===== src/rtl/wash_program_sequencer.sv =====
// wash_program_sequencer
//   Program/water-level selection for the washing-machine controller plus a
//   run-time sequencer that counts down each enabled phase (wash, rinse, dry).
//   One time unit lasts TICK_DIV cycles of cp_i.
//
//   Optional feature macro: WASH_SEQ_TOTAL_EN
//     defined   - total_remain_o is the registered remaining time of the
//                 current phase plus all later enabled phases
//     undefined - total_remain_o is tied to 0 and its logic is absent
//
//   Ports
//     cp_i            clock, rising edge
//     rst_n_i         synchronous active-low reset
//     state_i[2:0]    controller state (0 shutdown, 1 begin, 2 set, 3 run,
//                     4 error, 5 pause, 6 finish)
//     click_i         one-cycle select pulse
//     water_btn_i     qualifies click_i as a water-level increment
//     program_o[2:0]  0 WRD, 1 W, 2 WR, 3 R, 4 RD, 5 D, 6 USER
//     level_o[2:0]    current water level/time
//     phase_o[1:0]    0 idle, 1 wash, 2 rinse, 3 dry
//     remain_o        remaining units of the current phase
//     total_remain_o  remaining units of current plus later enabled phases
//     done_o          one-cycle pulse when the last phase expires
//
//   Phase FSM
//     state    | meaning
//     ---------+----------------------------------------------------------
//     PH_IDLE  | no phase active (before run, or after the last phase)
//     PH_WASH  | wash running, remain = level + WASH_T at load
//     PH_RINSE | rinse running, remain = level + RINSE_T at load
//     PH_DRY   | dry running, remain = DRY_T at load
module wash_program_sequencer #(
   parameter int TIME_W    = 5,
   parameter int LEVEL_MIN = 3,
   parameter int LEVEL_MAX = 7,
   parameter int WASH_T    = 10,
   parameter int RINSE_T   = 8,
   parameter int DRY_T     = 5,
   parameter int TICK_DIV  = 1000
) (
   input  logic              cp_i,
   input  logic              rst_n_i,
   input  logic [2:0]        state_i,
   input  logic              click_i,
   input  logic              water_btn_i,
   output logic [2:0]        program_o,
   output logic [2:0]        level_o,
   output logic [1:0]        phase_o,
   output logic [TIME_W-1:0] remain_o,
   output logic [TIME_W+1:0] total_remain_o,
   output logic              done_o
);

   localparam int TOT_W = TIME_W + 2;
   localparam int DIV_W = $clog2(TICK_DIV);

   localparam logic [DIV_W-1:0] DIV_LAST = DIV_W'(TICK_DIV - 1);
   localparam logic [2:0]       LVL_MIN  = 3'(LEVEL_MIN);
   localparam logic [2:0]       LVL_MAX  = 3'(LEVEL_MAX);
   localparam logic [2:0]       PROG_USER = 3'd6;

   localparam logic [2:0] ST_SHUTDOWN = 3'd0;
   localparam logic [2:0] ST_BEGIN    = 3'd1;
   localparam logic [2:0] ST_SET      = 3'd2;
   localparam logic [2:0] ST_RUN      = 3'd3;

   typedef enum logic [1:0] {
      PH_IDLE  = 2'd0,
      PH_WASH  = 2'd1,
      PH_RINSE = 2'd2,
      PH_DRY   = 2'd3
   } phase_t;

   logic [2:0]        program_q, program_d;
   logic [2:0]        level_q, level_d;
   phase_t            phase_q, phase_d;
   logic [TIME_W-1:0] remain_q, remain_d;
   logic [DIV_W-1:0]  div_q, div_d;
   logic              fin_q, fin_d;
   logic              done_q, done_d;

   logic [2:0]        level_eff;
   logic [2:0]        en;          // [0] wash, [1] rinse, [2] dry
   logic [TIME_W-1:0] len_wash, len_rinse, len_dry;
   phase_t            nxt;

   // First enabled phase strictly after cur; PH_IDLE when none remains.
   // Called with PH_IDLE it yields the first phase of the program.
   function automatic phase_t next_after(input phase_t cur, input logic [2:0] en_v);
      next_after = PH_IDLE;
      if (cur == PH_IDLE && en_v[0])
         next_after = PH_WASH;
      else if ((cur == PH_IDLE || cur == PH_WASH) && en_v[1])
         next_after = PH_RINSE;
      else if (cur != PH_DRY && en_v[2])
         next_after = PH_DRY;
   endfunction

   function automatic logic [TIME_W-1:0] phase_len(input phase_t ph,
                                                   input logic [TIME_W-1:0] lw,
                                                   input logic [TIME_W-1:0] lr,
                                                   input logic [TIME_W-1:0] ld);
      case (ph)
         PH_WASH:  phase_len = lw;
         PH_RINSE: phase_len = lr;
         PH_DRY:   phase_len = ld;
         default:  phase_len = '0;
      endcase
   endfunction

   always_comb begin
      case (program_q)
         3'd0, 3'd6: en = 3'b111;
         3'd1:       en = 3'b001;
         3'd2:       en = 3'b011;
         3'd3:       en = 3'b010;
         3'd4:       en = 3'b110;
         3'd5:       en = 3'b100;
         default:    en = 3'b000;
      endcase
   end

   // Only the user program honours the stored level.
   assign level_eff = (program_q == PROG_USER) ? level_q : LVL_MIN;
   assign len_wash  = TIME_W'(level_eff) + TIME_W'(WASH_T);
   assign len_rinse = TIME_W'(level_eff) + TIME_W'(RINSE_T);
   assign len_dry   = TIME_W'(DRY_T);
   assign nxt       = next_after(phase_q, en);

   always_comb begin
      program_d = program_q;
      level_d   = level_q;
      phase_d   = phase_q;
      remain_d  = remain_q;
      div_d     = div_q;
      fin_d     = fin_q;
      done_d    = 1'b0;
      case (state_i)
         ST_SHUTDOWN, ST_BEGIN: begin
            program_d = 3'd0;
            level_d   = LVL_MIN;
            phase_d   = PH_IDLE;
            remain_d  = '0;
            div_d     = '0;
            fin_d     = 1'b0;
         end
         ST_SET: begin
            if (click_i && water_btn_i) begin
               program_d = PROG_USER;
               level_d   = (level_q >= LVL_MAX) ? LVL_MAX : level_q + 3'd1;
            end else if (click_i) begin
               program_d = (program_q >= PROG_USER) ? 3'd0 : program_q + 3'd1;
               level_d   = LVL_MIN;
            end
         end
         ST_RUN: begin
            if (phase_q == PH_IDLE) begin
               // Load cycle: no decrement, divider restarts.
               if (!fin_q) begin
                  phase_d  = nxt;
                  remain_d = phase_len(nxt, len_wash, len_rinse, len_dry);
                  div_d    = '0;
               end
            end else if (div_q == DIV_LAST) begin
               div_d = '0;
               if (remain_q == TIME_W'(1)) begin
                  // Expiry chains straight into the next phase on the same edge.
                  phase_d  = nxt;
                  remain_d = phase_len(nxt, len_wash, len_rinse, len_dry);
                  if (nxt == PH_IDLE) begin
                     fin_d  = 1'b1;
                     done_d = 1'b1;
                  end
               end else begin
                  remain_d = remain_q - TIME_W'(1);
               end
            end else begin
               div_d = div_q + DIV_W'(1);
            end
         end
         default: ;
      endcase
   end

`ifdef WASH_SEQ_TOTAL_EN
   logic [TOT_W-1:0] total_q, total_d, later_sum;

   // Time still owed by enabled phases after the one being entered/held.
   always_comb begin
      later_sum = '0;
      case (phase_d)
         PH_WASH:  later_sum = (en[1] ? TOT_W'(len_rinse) : '0)
                             + (en[2] ? TOT_W'(len_dry) : '0);
         PH_RINSE: later_sum = en[2] ? TOT_W'(len_dry) : '0;
         default:  later_sum = '0;
      endcase
      total_d = TOT_W'(remain_d) + later_sum;
   end
`endif

   always_ff @(posedge cp_i) begin
      if (!rst_n_i) begin
         program_q <= 3'd0;
         level_q   <= LVL_MIN;
         phase_q   <= PH_IDLE;
         remain_q  <= '0;
         div_q     <= '0;
         fin_q     <= 1'b0;
         done_q    <= 1'b0;
`ifdef WASH_SEQ_TOTAL_EN
         total_q   <= '0;
`endif
      end else begin
         program_q <= program_d;
         level_q   <= level_d;
         phase_q   <= phase_d;
         remain_q  <= remain_d;
         div_q     <= div_d;
         fin_q     <= fin_d;
         done_q    <= done_d;
`ifdef WASH_SEQ_TOTAL_EN
         total_q   <= total_d;
`endif
      end
   end

   assign program_o = program_q;
   assign level_o   = level_q;
   assign phase_o   = phase_q;
   assign remain_o  = remain_q;
   assign done_o    = done_q;
`ifdef WASH_SEQ_TOTAL_EN
   assign total_remain_o = total_q;
`else
   assign total_remain_o = '0;
`endif

endmodule


===== config.mk =====
export PLATFORM = sky130hd
export DESIGN_NAME = wash_program_sequencer
export DESIGN_NICKNAME = d
export VERILOG_FILES = /design/src/rtl/wash_program_sequencer.sv
export SDC_FILE = /design/constraint.sdc
export NUM_CORES = 1
export LEC_CHECK = 0
export ABC_AREA = 1
export CAP_MARGIN = 20
export CORE_UTILIZATION = 40
export CTS_BUF_LIST = sky130_fd_sc_hd__clkbuf_8 sky130_fd_sc_hd__clkbuf_16
export DETAILED_ROUTE_END_ITERATION = 6
export DONT_BUFFER_PORTS = 1
export PLACE_DENSITY = 0.54
export SETUP_SLACK_MARGIN = 0.15
export SYNTH_ARGS = -nofsm -noshare
export SYNTH_HDL_FRONTEND = slang
export SYNTH_SLANG_ARGS = --single-unit

===== constraint.sdc =====
create_clock -name cp_i -period 1.97 [get_ports cp_i]
set_input_delay 0.2955 -clock cp_i [delete_from_list [all_inputs] [get_ports cp_i]]
set_output_delay 0.2955 -clock cp_i [all_outputs]
set_load 0.05 [all_outputs]

==> results.py <==
metrics = {
    "status": {
        "status": "finished clean",
    },
    "clocking": {
        "cts_tree": "built",
        "cts-root-buf": "clkbuf_8",
        "cts_sinks": 25,
        "clk_pin_slew_ps": 100,
        "numCtsBuffers": 3,
        "clk_path_buf_depth": 2,
        "clock_latency_ps": 280,
        "htree_levels": 1,
        "cts_hold_buf": 0,
    },
    "finish": {
        "flow.area_growth_from_synthesis_pct": 16.1,
        "antennaDiodeCount": 0,
        "multi_input_area_um2": 1060,
        "ff_latch_area_um2": 512,
        "drive_above_1_share_pct": 22.3,
        "nFillCells": 419,
        "post-route-util_pct": 48.6,
        "nets": 277,
    },
    "detailed_routing": {
        "wl_per_cell_um": 11.8,
        "vias": 1491,
        "route.detailed.drc": 0,
        "drtPass1Iterations": 4,
        "routed_wl_mm": 3.63,
        "vias_per_cell": 4.87,
        "drt_iter0_markers": 106,
        "ant_nets": 0,
    },
    "logic_synthesis": {
        "syn_avg_cell_area_um2": 7.10,
        "ys_warn_count": 0,
        "netlist_instances": 236,
        "seq_area_frac_synth_pct": 29.9,
        "yosysUniqueCellTypes": 38,
        "synth.ff_latch_count": 25,
        "syn_area_um2": 1680,
    },
    "power": {
        "p_sw_w": 0.000328,
        "p_int_w": 0.000709,
        "pwr_density_cell_nw_per_um2": 534,
        "seqPwrFrac_pct": 50.1,
        "p_sw_share_pct": 31.6,
        "combPwrFrac_pct": 18.6,
        "leakage_nw": 0.868,
        "vdd_drop_max_v": 0.000343,
        "clock_power_share_pct": 31.4,
    },
    "sta": {
        "post-route-period-util_pct": 90.4,
        "fmax_mhz": 562,
        "fin_crit_ps": 1780,
        "finalSetupViolations": 0,
        "skew_ps": 7.21,
        "rsz0062_at_grt": "true",
        "slew_viol_final": 0,
        "setup_tns_ps": 0,
        "hold_viol_final": 0,
    },
    "placement": {
        "gp_congestion": 0.802,
        "port-buffer-count": 0,
        "dp_hpwl_mm": 2.76,
    },
    "critical_path": {
        "path_class": "register to register",
        "cp_data_arrival_time_ps": 1960,
        "cp.required_ps": 2150,
        "cp_max_fo": 6,
        "cp-start-kind": "register",
        "endpoint_kind": "register",
    },
    "floorplanning": {
        "core_um2": 4000,
        "rows": 23,
        "start_util_pct": 41.9,
        "die_area_um2": 4450,
        "io_pins": 28,
        "die_w_um": 66.7,
        "die_h_um": 66.7,
    },
    "worst_hold_path": {
        "hold_class": "primary input to register",
    },
    "global_routing": {
        "grtUsageTotal_pct": 17.6,
        "grt_start_max_net_pins": 16,
        "grt-ovfl-total": 0,
        "antenna_found_initial": 0,
        "first_global_vias": 1289,
        "grt_pass1_wl_mm": 6.02,
    },
    "job": {
        "cap_viol_max_count": 0,
    },
}
-- per-stage QoR --
| stage | std cells | setup WS (ps) | hold slack, ps | power [W] | area, µm² |
|---|---|---|---|---|---|
| global route | 306 | 122 | 72.9 | 0.00109 | 1940 |
| detailed placement | 298 | 234 | 369 | 0.000715 | 1850 |
| finish | 306 | 190 | 78.7 | 0.00104 | 1940 |
| CTS | 302 | 214 | 81.1 | 0.00104 | 1900 |
| global placement | 298 | 195 | 368 | 0.000716 | 1850 |
| floorplan | 242 | 178 | 364 | 0.000693 | 1750 |
-- repair_timing --
item	4_1_cts	5_1_grt
resized for setup	0	6
hold endpoints to repair	0	0
setup endpoints to repair	0	7
buffers inserted	0	4
-- worst paths after layout --
check          startpoint  slack (ps)  cells after the start     endpoint
max          program_o[1]         190                     12  remain_o[2]
min               rst_n_i          80                      1   level_o[1]
min reg2reg         fin_q         510                      2        fin_q
max reg2reg  program_o[1]         190                     12  remain_o[2]
-- cell usage after synthesis --
master	count	area (µm²)
buf_4	7	52.6
a31o_2	1	8.76
a31oi_1	2	12.5
o21ai_1	1	5.00
dfxtp_1	25	500
nor3_1	3	15.0
nor3_4	1	16.3
or2_0	1	6.26
nor4_1	1	6.26
nor2b_2	1	8.76
ha_1	13	163
nand3_2	1	10.0
and3_1	1	6.26
a21oi_2	1	8.76
o211ai_1	1	7.51
a22oi_1	1	7.51
buf_6	1	11.3
o32ai_1	2	17.5
nand3b_1	1	7.51
xnor2_1	1	8.76
nor2_4	2	22.5
or2_2	2	12.5
nand3_1	7	35.0
nor2_2	3	18.8
nand4_1	5	31.3
inv_1	30	113
o21ai_0	3	15.0
o21ai_2	2	17.5
nand2_1	55	206
o22ai_2	1	12.5
inv_2	2	7.51
a21oi_1	16	80.1
xor2_1	4	35.0
a211oi_1	1	7.51
o22ai_1	2	12.5
conb_1	1	3.75
nor3_2	6	60.1
nor2_1	28	105
-- cell usage in the layout (no fill, tap or decap), types with 2 or more instances in the layout --
master / count
xor2_1: 4
nor2_4: 2
clkbuf_8: 3
a31oi_1: 2
nor3_1: 3
nor3_2: 6
or2_4: 2
buf_4: 18
dfxtp_4: 3
dfxtp_1: 22
nor2_1: 28
o32ai_1: 2
ha_4: 2
o22ai_1: 2
nand2_1: 50
nand2_2: 4
inv_2: 2
a21oi_1: 15
o21ai_0: 3
nor2_2: 3
nand4_1: 5
inv_1: 29
inv_4: 2
o21ai_2: 2
a21oi_2: 2
conb_1: 7
nand3_1: 7
ha_1: 11
-- state kept, by name, indices dropped and copies added (netlist names) --
| name | flops |
|---|---|
| phase_o | 2 |
| fin_q | 1 |
| div_q | 10 |
| program_o | 3 |
| done_o | 1 |
| remain_o | 5 |
| level_o | 3 |
-- layout make-up --
class                      count  share of cell area (%)
clock inverter                 1                   0.322
clock buffer                   3                    2.12
sequential                    25                    26.3
timing repair buffer          18                    6.95
multi-input combinational    177                    54.8
inverter                      32                    6.31
tap                           50                    3.22
-- layer usage --
layer	vias up	GRT usage [%]	wire, µm
met5	-	0	0
li1	799	-	-
met2	38	26.8	1610
met3	4	2.91	197
met1	650	25.1	1780
met4	0	5.05	38
-- power by group through the flow --
stage                     registers [W]  logic, W  clock network, W
after detailed placement       0.000534  0.000181                 0
final                          0.000520  0.000193          0.000326
after global placement         0.000534  0.000182                 0
after global routing           0.000521  0.000214          0.000353
after CTS                      0.000522  0.000182          0.000333
after floorplan                0.000555  0.000138                 0
-- cells by family after synthesis --
family,share of synthesized area [%]
xor gates and xnor gates,2.61
and+or+nand+nor,33.9
adders and majority gates,9.71
AOI/OAI and AO/OA,12.7
DFF,29.9
buffers and inverters,11.0
other,0.224
-- critical path, cell delays in order (launching register included) --
cell and delay [ps]:
dfxtp_4 380, buf_4 120, ha_4 130, nand2_4 60, or2_4 270, ha_4 210
or2_4 230, nand2_1 50, nand2_1 50, nand2_1 50, nand2_1 50, nand2_1 50
nand2_1 40
Power figures use the tool's default switching activity.
